===== src/rtl/cpu_pkg.sv =====
// Shared CoreBassier definitions: opcode values, sequencer state encoding and
// opcode class helpers used by the control blocks.
package cpu_pkg;

    typedef enum logic [3:0] {
        ST_FETCH     = 4'd0,
        ST_DECODE    = 4'd1,
        ST_EXECUTE   = 4'd2,
        ST_MEMORY    = 4'd3,
        ST_WRITEBACK = 4'd4,
        ST_WAIT_IN   = 4'd5,
        ST_WAIT_OUT  = 4'd6,
        ST_HALTED    = 4'd7,
        ST_FAULT     = 4'd8
    } state_t;

    localparam logic [5:0] OP_ADD   = 6'h00;
    localparam logic [5:0] OP_ALU_LAST = 6'h0F;
    localparam logic [5:0] OP_IMM_FIRST = 6'h10;
    localparam logic [5:0] OP_IMM_LAST  = 6'h13;
    localparam logic [5:0] OP_LOAD  = 6'h14;
    localparam logic [5:0] OP_STORE = 6'h15;
    localparam logic [5:0] OP_JUMP  = 6'h16;
    localparam logic [5:0] OP_BEQ   = 6'h17;
    localparam logic [5:0] OP_BNE   = 6'h18;
    localparam logic [5:0] OP_NOP   = 6'h19;
    localparam logic [5:0] OP_HALT  = 6'h1A;
    localparam logic [5:0] OP_IN    = 6'h1B;
    localparam logic [5:0] OP_OUT   = 6'h1C;
    localparam logic [5:0] OP_MOV   = 6'h1D;

    function automatic logic is_alu(input logic [5:0] op);
        return op <= OP_ALU_LAST;
    endfunction

    function automatic logic is_imm(input logic [5:0] op);
        return (op >= OP_IMM_FIRST) && (op <= OP_IMM_LAST);
    endfunction

    function automatic logic is_mem(input logic [5:0] op);
        return (op == OP_LOAD) || (op == OP_STORE);
    endfunction

    function automatic logic is_branch(input logic [5:0] op);
        return (op == OP_JUMP) || (op == OP_BEQ) || (op == OP_BNE);
    endfunction

endpackage


===== src/rtl/cycle_sequencer.sv =====
// Multi-cycle control FSM for CoreBassier: owns every write/enable strobe so
// that nothing in the datapath commits outside its phase.
module cycle_sequencer
    import cpu_pkg::*;
#(
    parameter int WAIT_LIMIT = 255,
    parameter int CNT_W      = 8
) (
    input  logic       clock,
    input  logic       reset,
    input  logic [5:0] opcode,
    input  logic       branchTaken,
    input  logic       memReady,
    input  logic       inValid,
    input  logic       outReady,
    output logic       fetchReq,
    output logic       irWrite,
    output logic       pcInc,
    output logic       pcLoad,
    output logic       memRead,
    output logic       memWrite,
    output logic       regWrite,
    output logic       inAck,
    output logic       outValid,
    output logic       halted,
    output logic       fault,
    output logic [3:0] state
);

    localparam logic [CNT_W-1:0] LIMIT = CNT_W'(WAIT_LIMIT);

    state_t           state_q, state_d;
    logic [CNT_W-1:0] wait_cnt_q, wait_cnt_d;

    logic mem_wait, timeout;
    logic fetch_req, ir_write, pc_load, mem_read, mem_write;
    logic reg_write, in_ack, out_valid, halt_lvl, fault_lvl;

    always_ff @(posedge clock or negedge reset) begin
        if (!reset) begin
            state_q    <= ST_FETCH;
            wait_cnt_q <= '0;
        end else begin
            state_q    <= state_d;
            wait_cnt_q <= wait_cnt_d;
        end
    end

    always_comb begin
        state_d    = state_q;
        wait_cnt_d = '0;
        fetch_req  = 1'b0;
        ir_write   = 1'b0;
        pc_load    = 1'b0;
        mem_read   = 1'b0;
        mem_write  = 1'b0;
        reg_write  = 1'b0;
        in_ack     = 1'b0;
        out_valid  = 1'b0;
        halt_lvl   = 1'b0;
        fault_lvl  = 1'b0;

        // Counter only survives while stalled in a memory-facing state, so
        // entering FETCH/MEMORY or seeing memReady restarts it at zero.
        mem_wait = ((state_q == ST_FETCH) || (state_q == ST_MEMORY)) && !memReady;
        timeout  = mem_wait && (wait_cnt_q == LIMIT);
        if (mem_wait)
            wait_cnt_d = wait_cnt_q + 1'b1;

        case (state_q)
            ST_FETCH: begin
                fetch_req = 1'b1;
                if (memReady) begin
                    ir_write = 1'b1;
                    state_d  = ST_DECODE;
                end else if (timeout) begin
                    state_d = ST_FAULT;
                end
            end
            ST_DECODE: begin
                if (is_alu(opcode) || is_imm(opcode) || is_mem(opcode) ||
                    is_branch(opcode) || (opcode == OP_MOV))
                    state_d = ST_EXECUTE;
                else if (opcode == OP_NOP)
                    state_d = ST_FETCH;
                else if (opcode == OP_HALT)
                    state_d = ST_HALTED;
                else if (opcode == OP_IN)
                    state_d = ST_WAIT_IN;
                else if (opcode == OP_OUT)
                    state_d = ST_WAIT_OUT;
                else
                    state_d = ST_FAULT;
            end
            ST_EXECUTE: begin
                if (is_mem(opcode)) begin
                    state_d = ST_MEMORY;
                end else if (is_branch(opcode)) begin
                    pc_load = (opcode == OP_JUMP) || branchTaken;
                    state_d = ST_FETCH;
                end else begin
                    state_d = ST_WRITEBACK;
                end
            end
            ST_MEMORY: begin
                mem_read  = (opcode == OP_LOAD);
                mem_write = (opcode == OP_STORE);
                if (memReady)
                    state_d = (opcode == OP_LOAD) ? ST_WRITEBACK : ST_FETCH;
                else if (timeout)
                    state_d = ST_FAULT;
            end
            ST_WRITEBACK: begin
                reg_write = 1'b1;
                state_d   = ST_FETCH;
            end
            ST_WAIT_IN: begin
                if (inValid) begin
                    reg_write = 1'b1;
                    in_ack    = 1'b1;
                    state_d   = ST_FETCH;
                end
            end
            ST_WAIT_OUT: begin
                out_valid = 1'b1;
                if (outReady)
                    state_d = ST_FETCH;
            end
            ST_HALTED: halt_lvl = 1'b1;
            ST_FAULT:  fault_lvl = 1'b1;
            default:   state_d = ST_FAULT;
        endcase
    end

    // Outputs are forced low while reset is held so no strobe escapes even
    // though FETCH is the reset state.
    assign fetchReq = fetch_req & reset;
    assign irWrite  = ir_write  & reset;
    assign pcInc    = ir_write  & reset;
    assign pcLoad   = pc_load   & reset;
    assign memRead  = mem_read  & reset;
    assign memWrite = mem_write & reset;
    assign regWrite = reg_write & reset;
    assign inAck    = in_ack    & reset;
    assign outValid = out_valid & reset;
    assign halted   = halt_lvl  & reset;
    assign fault    = fault_lvl & reset;
    assign state    = state_q;

endmodule


===== config.mk =====
export PLATFORM = sky130hd
export DESIGN_NAME = cycle_sequencer
export DESIGN_NICKNAME = d
export VERILOG_FILES = /design/src/rtl/cpu_pkg.sv /design/src/rtl/cycle_sequencer.sv
export SDC_FILE = /design/constraint.sdc
export NUM_CORES = 1
export LEC_CHECK = 0
export ABC_AREA = 0
export ABC_CLOCK_PERIOD_IN_PS = 3400
export CAP_MARGIN = 20
export CORE_ASPECT_RATIO = 0.7
export CORE_MARGIN = 5
export CORE_UTILIZATION = 45
export DETAILED_ROUTE_END_ITERATION = 16
export PLACE_DENSITY_LB_ADDON = 0.12
export SYNTH_ARGS = -nofsm -noshare
export SYNTH_HDL_FRONTEND = slang
export SYNTH_SLANG_ARGS = --single-unit

===== constraint.sdc =====
create_clock -name clock -period 3.4 [get_ports clock]
set_input_delay 1.02 -clock clock [delete_from_list [all_inputs] [get_ports clock]]
set_output_delay 1.02 -clock clock [all_outputs]
set_load 0.01 [all_outputs]

# Word-level counts from Yosys, hierarchy flattened
# Cells that the tools add are included.
[op_classes] n_addsub=1 n_mul=0 n_div=0 n_lt_le_gt_ge=3 n_eq_ne=21 shifts=0 mux=29 bitwise_logic=11 reduce_logical=16
[ops] operator="6-bit by 5-bit == test with 1-bit output, second input constant" count=10
[ops] operator="4-bit two-way mux" count=10
[ops] operator="4-bit case mux with 8 select lines" count=1
[ops] operator="4-bit by 3-bit == test with 1-bit output, second input constant" count=4
[ops] operator="1-bit two-way mux" count=13
[ops] operator="1-bit AND" count=10
[ops] operator="1-bit logical OR" count=9
[ops] operator="3-bit two-way mux" count=3
[ops] operator="8-bit by 1-bit adder with 8-bit output, second input constant" count=1
[ops] operator="4-bit by 2-bit == test with 1-bit output, second input constant" count=2
[ops] operator="8-bit == test, second input constant" count=1
[ops] operator="8-bit two-way mux" count=1
[ops] operator="6-bit by 5-bit >= comparator with 1-bit output, second input constant" count=1
[ops] operator="6-bit by 4-bit <= comparator with 1-bit output, second input constant" count=1
[ops] operator="6-bit by 5-bit <= comparator with 1-bit output, second input constant" count=1
[ops] operator="4-bit by 1-bit == test with 1-bit output, second input constant" count=1
[ops] operator="4-bit == test, second input constant" count=1
[ops] operator="4-bit zero test" count=1
[ops] operator="2-bit != test, second input constant" count=2
[ops] operator="1-bit logical AND" count=3
[ops] operator="3-bit AND reduction" count=1
[ops] operator="1-bit case mux with 2 select lines" count=1
[ops] operator="2-bit OR reduction" count=1
[ops] operator="1-bit zero test" count=1
[ops] operator="1-bit NOT" count=1
[totals] register_bits=12 latch_bits=0 ramBits=0 mem_bits_ro=0 output_inout_bits=15 mem_count=0

# Logic depth before layout (Yosys ltp)
# Gate-level depths: netlist (run 1).
[logic_depth] ltp_word=8 ltp_mapped=5

# Least setup slack after synthesis (run 1)
# OpenSTA, ideal clock, no wires.
[synth_path] path_type="input to output" startpoint="input opcode[2]" endpoint="output memRead" arrival_time_ns=1.933 required_ns=2.380 slack_ns=0.447 path_stages=5 path_buffers=1 path_cell_list="clkbuf_1 nor2b_1 and3_1 nand3_1 nor2_1"
[synth_between] elab_chain_cells=3
[synth_lines] item="from (decl)" line_no="cycle_sequencer.sv:11" text="input logic [5:0] opcode,"
[synth_lines] item="6-bit by 5-bit == test with 1-bit output" line_no="cycle_sequencer.sv:106" text="mem_read = (opcode == OP_LOAD);"
[synth_lines] item="1-bit two-way mux" line_no="cycle_sequencer.sv:70" text="case (state_q)"
[synth_lines] item="1-bit AND" line_no="cycle_sequencer.sv:141" text="assign memRead = mem_read & reset;"
[synth_lines] item="to (decl)" line_no="cycle_sequencer.sv:20" text="output logic memRead,"
# No other way between the ends.

# Worst setup path in the final report (run 1)
[layout_path] startpoint="input opcode[1]" endpoint="output pcLoad"
[layout_between] elab_chain_cells=7 word_cells_on_any_way=13
[layout_lines] item="6-bit by 5-bit == test with 1-bit output, on equally long branches" line_no="cpu_pkg.sv:45, cycle_sequencer.sv:99"
[layout_lines] item="1-bit logical OR (2 in series)" line_no="cpu_pkg.sv:45" text="return (op == OP_JUMP) || (op == OP_BEQ) || (op == OP_BNE);"
[layout_lines] item="1-bit two-way mux" line_no="cycle_sequencer.sv:98" text="end else if (is_branch(opcode)) begin"
[layout_lines] item="1-bit two-way mux *" line_no="cycle_sequencer.sv:96" text="if (is_mem(opcode)) begin"
[layout_lines] item="1-bit two-way mux *" line_no="cycle_sequencer.sv:70"
[layout_lines] item="1-bit AND *" line_no="cycle_sequencer.sv:140" text="assign pcLoad = pc_load & reset;"
[layout_lines] item="to (decl)" line_no="cycle_sequencer.sv:19" text="output logic pcLoad,"
# Mark *: on every way between the ends. The rest lies on a longest branch, timed or not.

==> results of run 1 <==
-- stage by stage --
step	instances	setup slack (ns)	utilization	cell area [um2]
finish	175	0.0897	0.711	1320
detailed placement	169	-0.388	0.683	1270
CTS	174	0.00750	0.710	1320
floorplan	109	0.447	-	873
global route	175	0.0122	0.711	1320
global placement	169	-0.331	0.683	1270
-- cell usage in the layout, fill, tap and decap left out, types with 2 or more instances in the layout --
master and instances:
a211o_1 3, a21oi_1 3, a31oi_1 3, and3_1 2, buf_4 19, clkbuf_2 2
clkbuf_4 3, clkdlybuf4s50_1 15, dfrtp_1 12, dlygate4sd2_1 6, dlymetal6s2s_1 2, inv_1 6
nand2_1 6, nand2b_1 6, nand3_1 4, nand4_1 4, nor2_1 18, nor3_1 3
nor3b_1 2, o21ai_0 4, or2_2 2, xnor2_1 4, xor2_1 4
-- state kept, by name, indices dropped and copies added (netlist names) --
register and count:
wait_cnt_q 8, state 4
-- where the power goes --
group	internal [W]	switching, W	leakage [nW]
combinational	0.0000293	0.0000205	0.419
clock	0.0000652	0.0000521	0.0210
sequential	0.000143	0	0.163
-- how the worst max path moves through the flow --
stage              start       to  slack, ns  depth (start not counted)
2_1_floorplan  opcode[2]  memRead       0.45                          5
3_3_place_gp   opcode[2]   pcLoad      -0.33                          6
3_5_place_dp   opcode[2]   pcLoad      -0.39                          6
4_1_cts            reset   halted      0.008                          4
5_1_grt        opcode[1]   pcLoad       0.01                          6
6_report       opcode[1]   pcLoad       0.09                          6
-- repair_timing --
item                                    4_1_cts  5_1_grt
pin swaps                                     0        1
buffers inserted                              1        1
endpoints found under the setup margin       10        7
resized for setup                            16        4
-- logic make-up after synthesis --
kind of cell | after synthesis
DFF | 12
adders and majority gates | 1
buffers and inverters | 11
AOI/OAI and AO/OA | 17
xor gates and xnor gates | 8
and+or+nand+nor | 59
muxes | 1
-- per-layer routing --
layer,vias to the layer above,routed length (um),track usage
met4,0,13,0.0381
li1,471,-,-
met5,-,0,0
met3,2,159,0.0526
met1,432,1090,0.223
met2,27,1130,0.306
-- cell type report --
| cell class | instances | area share |
|---|---|---|
| multi-input combinational | 86 | 0.410 |
| timing repair buffer | 45 | 0.297 |
| sequential | 12 | 0.228 |
| clock buffer | 4 | 0.0275 |
| tap | 22 | 0.0209 |
| inverter | 6 | 0.0171 |
==> flow_summary.yaml, run 1 <==
die:
  die_height_um: 46.9
  core_area_mm2: 0.00185
  io_pins: 27
  die_width_um: 62.7
  core.rowCount: 13
  floorplan.initialDensity: 0.471
  die-area_mm2: 0.00294
place:
  dp_hpwl_um: 1860
  numPortBuffers: 26
  gp_congestion: 0.898
logic_synthesis:
  synth_area_leaders: "dfrtp_1 (34%), nor2_1 (7.7%), nand2b_1 (4.3%), xnor2_1 (4.0%), xor2_1 (4.0%)"
  yosys_warnings: 0
  yosys.area_share.simple: 0.370
  synth_fa_ha_area_frac: 0.0143
  ys.flop_type: "dfrtp_1"
  syn_nets: 122
  yosys-top-cells-count: "nor2_1 (18), dfrtp_1 (12), inv_1 (6), nand2_1 (6), nand2b_1 (6)"
  synthArstFlopShare: 1.00
  syn_area_per_cell_um2: 8.01
  synth_edf_count: 0
  ys_types: 35
  synth_top_area_frac: 0.344
  synth_top_family_by_area: "simple AND/OR/NAND/NOR gates"
  seq_area_frac_synth: 0.344
  synth_seq_cells: 12
  synth_xor_area_frac: 0.0802
  yosys.area.top_type: "dfrtp_1"
  synth.most_common_cell: "nor2_1"
  synth_compound_area_frac: 0.129
  synthMuxAreaShare: 0.0115
  syn_inst: 109
  synth_area_um2: 873
clocking:
  clockRootBuffer: "clkbuf_4"
  cts_made_buffers: 3
  cts_hold_buf: 0
  clkTransAtPathRegs_ns: 0.07
  max-clock-path-buffers: 2
  clk_latency_ns: 0.28
  clock_sinks: 12
  tritoncts: "built"
  htreeDepth: 1
pwr:
  p_leak_nw: 0.602
  p_per_area_mw_per_mm2: 235
  ir_worst_vdd_mv: 0.206
  power.total_w: 0.000310
job:
  cap_violations: 0
layout:
  final-seq-area_um2: 300
  fin_nets: 167
  diodes: 0
  drive_gt1_frac: 0.216
  syn_to_final_growth_pct: 51.0
  nFillCells: 156
  multi_input_area_um2: 541
grt:
  grt.overflow.total: 0
  track_usage: 0.176
  grt_start_max_net_pins: 13
  antenna_found_initial: 0
  grt_pass1_vias: 919
  grt_pass1_wl_um: 4040
timing:
  hold_viol: 0
  min_period_ns: 3.31
  hold_slack_ns: 0.493
  tightestPinTransition_ns: 0.359
  slew_violations: 0
  tns_ns: 0
  setup_viol: 0
  period_share: 0.974
  skew_ns: 0.0121
  grt_setup_unrepaired: "no"
  slew_headroom: 0.761
  fmax_ghz: 0.302
min_path:
  min_path_type: "reg -> reg"
  min_path_cells: 1
  whs_endpoint: "wait_cnt_q[0]$_DFF_PN0_"
  min_from: "wait_cnt_q[0]$_DFF_PN0_"
setup_path:
  cp_num_buf_inv: 3
  arrival_ns: 2.29
  crit_slowest_cell: "clkdlybuf4s50_1"
  path_max_fanout: 7
  max_stage_delay_ns: 0.49
  r2r_slack_ns: 1.28
  crit_type: "in -> out"
  worstPathCellList: "clkdlybuf4s50_1, buf_4, a22oi_1, o21ai_0, and4_1, clkdlybuf4s15_2"
  r2r_start: "state[3]$_DFFE_PN0P_"
  end_kind: "primary output"
  path_delay_family: "buffers and inverters"
  rr_endpoint: "state[0]$_DFFE_PN0P_"
  worstSetupStartpointType: "input port"
  crit_required_ns: 2.38
  r2r_cells: 4
routing:
  wl_per_cell_um: 13.7
  first_pass_iters: 4
  final_antenna_net_count: 0
  drc: 0
  drt_iter0_markers: 30
  drt-total-wl_um: 2390
  via_per_inst: 5.33
  vias: 932
outcome:
  status: "completed"
(Power assumes the default switching activity.)
==> run 2, diff against run 1 <==
--- a/config.mk
+++ b/config.mk
@@ -12,6 +12,7 @@
 export CORE_MARGIN = 5
 export CORE_UTILIZATION = 45
 export DETAILED_ROUTE_END_ITERATION = 16
+export HOLD_SLACK_MARGIN = 0.02
 export PLACE_DENSITY_LB_ADDON = 0.12
 export SYNTH_ARGS = -nofsm -noshare
 export SYNTH_HDL_FRONTEND = slang
==> results of run 2 <==
No change in the layout: final DEF, timing and power equal those of run 1.
==> run 3, diff against run 2 <==
--- a/config.mk
+++ b/config.mk
@@ -8,9 +8,11 @@
 export ABC_AREA = 0
 export ABC_CLOCK_PERIOD_IN_PS = 3400
 export CAP_MARGIN = 20
+export CELL_PAD_IN_SITES_DETAIL_PLACEMENT = 0
+export CELL_PAD_IN_SITES_GLOBAL_PLACEMENT = 1
 export CORE_ASPECT_RATIO = 0.7
 export CORE_MARGIN = 5
-export CORE_UTILIZATION = 45
+export CORE_UTILIZATION = 35
 export DETAILED_ROUTE_END_ITERATION = 16
 export HOLD_SLACK_MARGIN = 0.02
 export PLACE_DENSITY_LB_ADDON = 0.12
==> flow_summary.yaml, run 3 (same netlist as run 1, synthesis figures left out) <==
outcome:
  status: "completed"
job:
  cap_violations: 0
pwr:
  seq_power_share: 0.517
  pwr-share-clk: 0.312
  p_per_area_mw_per_mm2: 212
  ir_worst_vdd_mv: 0.187
  p_comb_frac: 0.171
  p_int_w: 0.000211
  netSwitchingPower_w: 0.0000649
  switching_share: 0.235
  p_leak_nw: 0.580
setup_path:
  path_max_fanout: 7
  arrival_ns: 2.29
  worstPathCellList: "clkdlybuf4s50_1, buf_4, inv_1, and3_1, nand3_1, nor2_1, clkdlybuf4s15_1"
  path_delay_family: "buffers and inverters"
  worstSetupStartpointType: "input port"
  cp_num_buf_inv: 4
  crit_type: "in -> out"
  worstSetupStartpoint: "opcode[1]"
  crit_slowest_cell: "clkdlybuf4s50_1"
  max_stage_delay_ns: 0.43
  end_kind: "primary output"
  r2r_start: "state[3]$_DFFE_PN0P_"
  crit_required_ns: 2.38
die:
  core.rowCount: 15
  die_width_um: 69.7
  floorplan.initialDensity: 0.361
  die_height_um: 51.8
  die-area_mm2: 0.00361
  io_pins: 27
  core_area_mm2: 0.00242
grt:
  grt_pass1_vias: 853
  grt_use_met3: 0.0444
  grt_use_met1: 0.193
  grt_pass1_wl_um: 3900
  grt_busiest_layer: "met2"
  track_usage: 0.139
  use_met2: 0.214
  antenna_found_initial: 0
  grt.overflow.total: 0
  grt_start_max_net_pins: 13
clocking:
  tritoncts: "built"
  htreeDepth: 1
  clockRootBuffer: "clkbuf_4"
  max-clock-path-buffers: 2
  cts_made_buffers: 3
  clkTransAtPathRegs_ns: 0.06
  clock_sinks: 12
  clk_latency_ns: 0.27
timing:
  period_share: 0.975
  fmax_ghz: 0.302
  hold_viol: 0
  hold_slack_ns: 0.494
  min_period_ns: 3.31
  setup_viol: 0
  slew_headroom: 0.756
  grt_setup_unrepaired: "no"
  slew_violations: 0
  tightestPinTransition_ns: 0.367
  skew_ns: 0.00875
place:
  dp_hpwl_um: 1880
  place_area_mm2: 0.00127
  dp_cells: 179
  gp_congestion: 0.816
  numPortBuffers: 26
layout:
  fin_area_mm2: 0.00131
  diodes: 0
  largest-register: "wait_cnt_q"
  largest_reg_flops: 8
  drive_gt1_frac: 0.200
  fin_nets: 165
  final_cell_mix: "nor2_1 (18), buf_4 (17), clkdlybuf4s50_1 (15), dfrtp_1 (12), dlygate4sd2_1 (7)"
  syn_to_final_growth_pct: 49.4
  stdcell_count: 184
  layout_commonest_cell: "nor2_1"
min_path:
  min_path_type: "reg -> reg"
  min_from: "wait_cnt_q[0]$_DFF_PN0_"
routing:
  drt-total-wl_um: 2320
  vias: 897
  drt_iter0_markers: 49
  drc: 0
  via_per_inst: 4.88
  first_pass_iters: 4
  wl_per_cell_um: 12.6
  final_antenna_net_count: 0
==> run 3: cell type report <==
class / count / area [um2]
fillers: 234 / 1120
clock buffers: 3 / 22.5
repair buffers: 43 / 372
well taps: 34 / 42.5
flip-flops and latches: 12 / 300
multi-input cells: 86 / 546
inverters: 6 / 22.5
==> run 3: layer usage <==
layer / share of wire / vias to the layer above / wire length [um]
li1: - / 463 / -
met3: 0.044 / 2 / 103
met4: 0.0030 / 0 / 7
met2: 0.42 / 19 / 983
met1: 0.53 / 413 / 1230
met5: 0 / - / 0
==> run 3: power by group through the flow <==
stage | Sequential (W) | Clock [W] | Combinational [W]
finish | 0.000143 | 0.0000862 | 0.0000473
detailed placement | 0.000145 | 0 | 0.0000465
global route | 0.000143 | 0.0000978 | 0.0000521
global placement | 0.000145 | 0 | 0.0000457
CTS | 0.000143 | 0.0000900 | 0.0000478
floorplan | 0.000145 | 0 | 0.0000120
==> run 3: stage by stage <==
step	TNS (ns)	power, W	util	setup slack (ns)
floorplan	0	0.000158	-	0.447
global placement	-1.47	0.000191	0.523	-0.349
detailed placement	-1.83	0.000192	0.523	-0.449
CTS	0	0.000280	0.542	0.00431
global route	0	0.000293	0.539	0.0192
finish	0	0.000276	0.539	0.0860
==> run 3: worst paths after layout <==
path                                            to  slack, ns  depth (start not counted)
setup / recovery                          memWrite       0.09                          7
hold / removal             wait_cnt_q[0]$_DFF_PN0_       0.49                          1
setup reg to reg              state[1]$_DFFE_PN0P_       1.34                          4
hold reg to reg            wait_cnt_q[0]$_DFF_PN0_       0.49                          1
max in group asynchronous  wait_cnt_q[2]$_DFF_PN0_       2.34                          2
min in group asynchronous  wait_cnt_q[7]$_DFF_PN0_       0.90                          2
==> run 3: what timing repair did <==
item,CTS,global route
gates cloned,0,0
setup endpoints to repair,10,3
hold buffers,0,0
setup buffers,2,0
gates resized for setup,17,5
pin swaps,1,4
==> variant, RTL diff (flow settings as in run 1) <==
Change the parameter `CNT_W` from 8 to 9.
--- a/src/rtl/cycle_sequencer.sv
+++ b/src/rtl/cycle_sequencer.sv
@@ -5,5 +5,5 @@
 #(
     parameter int WAIT_LIMIT = 255,
-    parameter int CNT_W      = 8
+    parameter int CNT_W      = 9
 ) (
     input  logic       clock,
Formal check against the unedited RTL: same outputs for any inputs over 10 cycles, from zero or initial values and one cycle with reset low; that may be too few to reach the edited logic, so the function may still have changed.
==> variant against run 1 <==
  * Highest routed layer is now met3
  * Synthesized area rose by 13%
  * Synthesized cell count rose by 6.4%
  * Die area rose by 11%
  * Routed wire length rose by 8.3%
  * Design area rose by 7.4%
  * Sequential cell count rose by 1
  * Worst setup slack got worse by 0.026 ns
Power is not compared: it rests on default switching activity, and its combinational part moved more than twofold at a synthesized area within 25%.
==> variant: results (changes against run 1) <==
| Metric | Value |
|---|---|
| Maximum fanout along the worst path | 3 (was 7) |
| Main area contributors after synthesis | sky130_fd_sc_hd__dfrtp_1 33%, sky130_fd_sc_hd__nor2_1 6.8%, sky130_fd_sc_hd__xnor2_1 5.3%, sky130_fd_sc_hd__o2111ai_1 2.7%, sky130_fd_sc_hd__xor2_1 2.7% (was sky130_fd_sc_hd__dfrtp_1 34%, sky130_fd_sc_hd__nor2_1 7.7%, sky130_fd_sc_hd__nand2b_1 4.3%, sky130_fd_sc_hd__xnor2_1 4.0%, sky130_fd_sc_hd__xor2_1 4.0%) |
| Outcome | completed (unchanged) |
| Filler cell count in the final layout | 175 (was 156) |
| Gpl congestion | 0.8746 (was 0.8984) |
| Post-synthesis sequential area ratio | 32.91% (was 34.38%) |
| Number of distinct standard cells referenced by the synthesized netlist | 44 (was 35) |
| Nets in the synthesized netlist | 130 (was 122) |
| Post-route insts no fill | 187 (was 175) |
| Via count of the first global-routing pass | 932 (was 919) |
| Slew margin rel. | 58.60% (was 76.05%) |
| Ratio of final minimum period to clock period | 98.14% (was 97.36%) |
| Cells after Synth | 116 (was 109) |
| Via count | 993 (was 932) |
| Average wire per standard cell | 13.84 µm (was 13.66 µm) |
| Maximum number of pins on one net before global-route repair | 14 (was 13) |
| HP Class | flop to flop (unchanged) |
| Dpl ws | -0.4333 ns (was -0.3880 ns) |
| Wire length of the first global-routing pass | 4.278 mm (was 4.043 mm) |
| Number of post-CTS setup repair buffers | 0 (was 1) |
| Number of nets in the finished design | 170 (was 167) |
| Violation count after the first detailed-route iteration | 61 (was 30) |
| Leading post-synthesis cells by instance count | 18 x sky130_fd_sc_hd__nor2_1, 13 x sky130_fd_sc_hd__dfrtp_1, 6 x sky130_fd_sc_hd__inv_1, 6 x sky130_fd_sc_hd__xnor2_1, 5 x sky130_fd_sc_hd__a21oi_1 (was 18 x sky130_fd_sc_hd__nor2_1, 12 x sky130_fd_sc_hd__dfrtp_1, 6 x sky130_fd_sc_hd__inv_1, 6 x sky130_fd_sc_hd__nand2_1, 6 x sky130_fd_sc_hd__nand2b_1) |
| Post-detailed-placement half-perimeter wirelength | 2.030 mm (was 1.865 mm) |
| Cell depth of the worst flop-to-flop path | 8 (was 4) |
| All-Layer GR Usage | 16.44% (was 17.59%) |
| Arrival time of the worst setup path | 2.32 ns (was 2.29 ns) |
| Fraction of met1 tracks used by global routing | 24.47% (was 22.34%) |
| Most used standard cell by instance count after synthesis | sky130_fd_sc_hd__nor2_1 (unchanged) |
| Register-to-Register Setup Slack | 1.43 ns (was 1.28 ns) |
| Met3 Use GR | 4.378% (was 5.263%) |
| Met2 capacity usage during global routing | 24.79% (was 30.58%) |
| Number of flip-flops in the largest register | 9 (was 8) |
==> variant: report_power, final <==
part | total [mW] | internal (mW) | switching (mW)
logic | 0.174 | 0.0905 | 0.0833
clock network | 0.0970 | 0.0456 | 0.0514
registers | 0.192 | 0.166 | 0.0257
total | 0.462 | 0.302 | 0.160
==> variant: path summary, 6_finish.rpt <==
path,end,startpoint
max,memWrite,opcode[4]
min,wait_cnt_q[0],wait_cnt_q[0]
max reg2reg,state[1],wait_cnt_q[0]
min reg2reg,wait_cnt_q[0],wait_cnt_q[0]
max in group asynchronous,wait_cnt_q[6],reset
min in group asynchronous,state[0],reset
==> variant: area by class of cell <==
cell class	count	area, µm²	share of cell area [%]
clock buffer	4	26.28	1.855
multi-input combinational	91	630.6	44.52
inverter	6	22.52	1.590
timing repair buffer	41	371.6	26.24
sequential	13	325.3	22.97
tap	32	40.04	2.827
==> variant: what timing repair did <==
action	in CTS	in global routing
endpoints found under the hold margin	0	0
resized for setup	16	8
setup endpoints to repair	10	5
pin swaps	0	2
==> variant: worst max-delay path, cell delays in order <==
cell and delay, ns:
sky130_fd_sc_hd__clkdlybuf4s50_1 0.50, sky130_fd_sc_hd__nor2b_4 0.17, sky130_fd_sc_hd__nand4_1 0.16, sky130_fd_sc_hd__nor3b_2 0.22, sky130_fd_sc_hd__clkdlybuf4s15_2 0.24
==> variant: through the flow <==
stage	power (mW)	hold slack, ns
5_1_grt	0.4896	0.5265
2_1_floorplan	0.2807	0.4479
6_report	0.4625	0.5097
3_3_place_gp	0.3615	0.4708
3_5_place_dp	0.3645	0.4923
4_1_cts	0.4615	0.5027
==> variant: cells by family after synthesis <==
kind of cell	Yosys count	synth area share (%)
xor+xnor	9	7.975
mux	1	1.013
flops	13	32.91
simple gates	57	33.04
fa+ha+maj	2	2.531
buf+inv	12	6.455
compound gates	22	16.08
==> variant: metal layers <==
metal | wire [µm] | share of wire [%]
met1 | 1284 | 50
met2 | 1127 | 44
met3 | 178 | 6.9
met4 | 0 | 0
met5 | 0 | 0
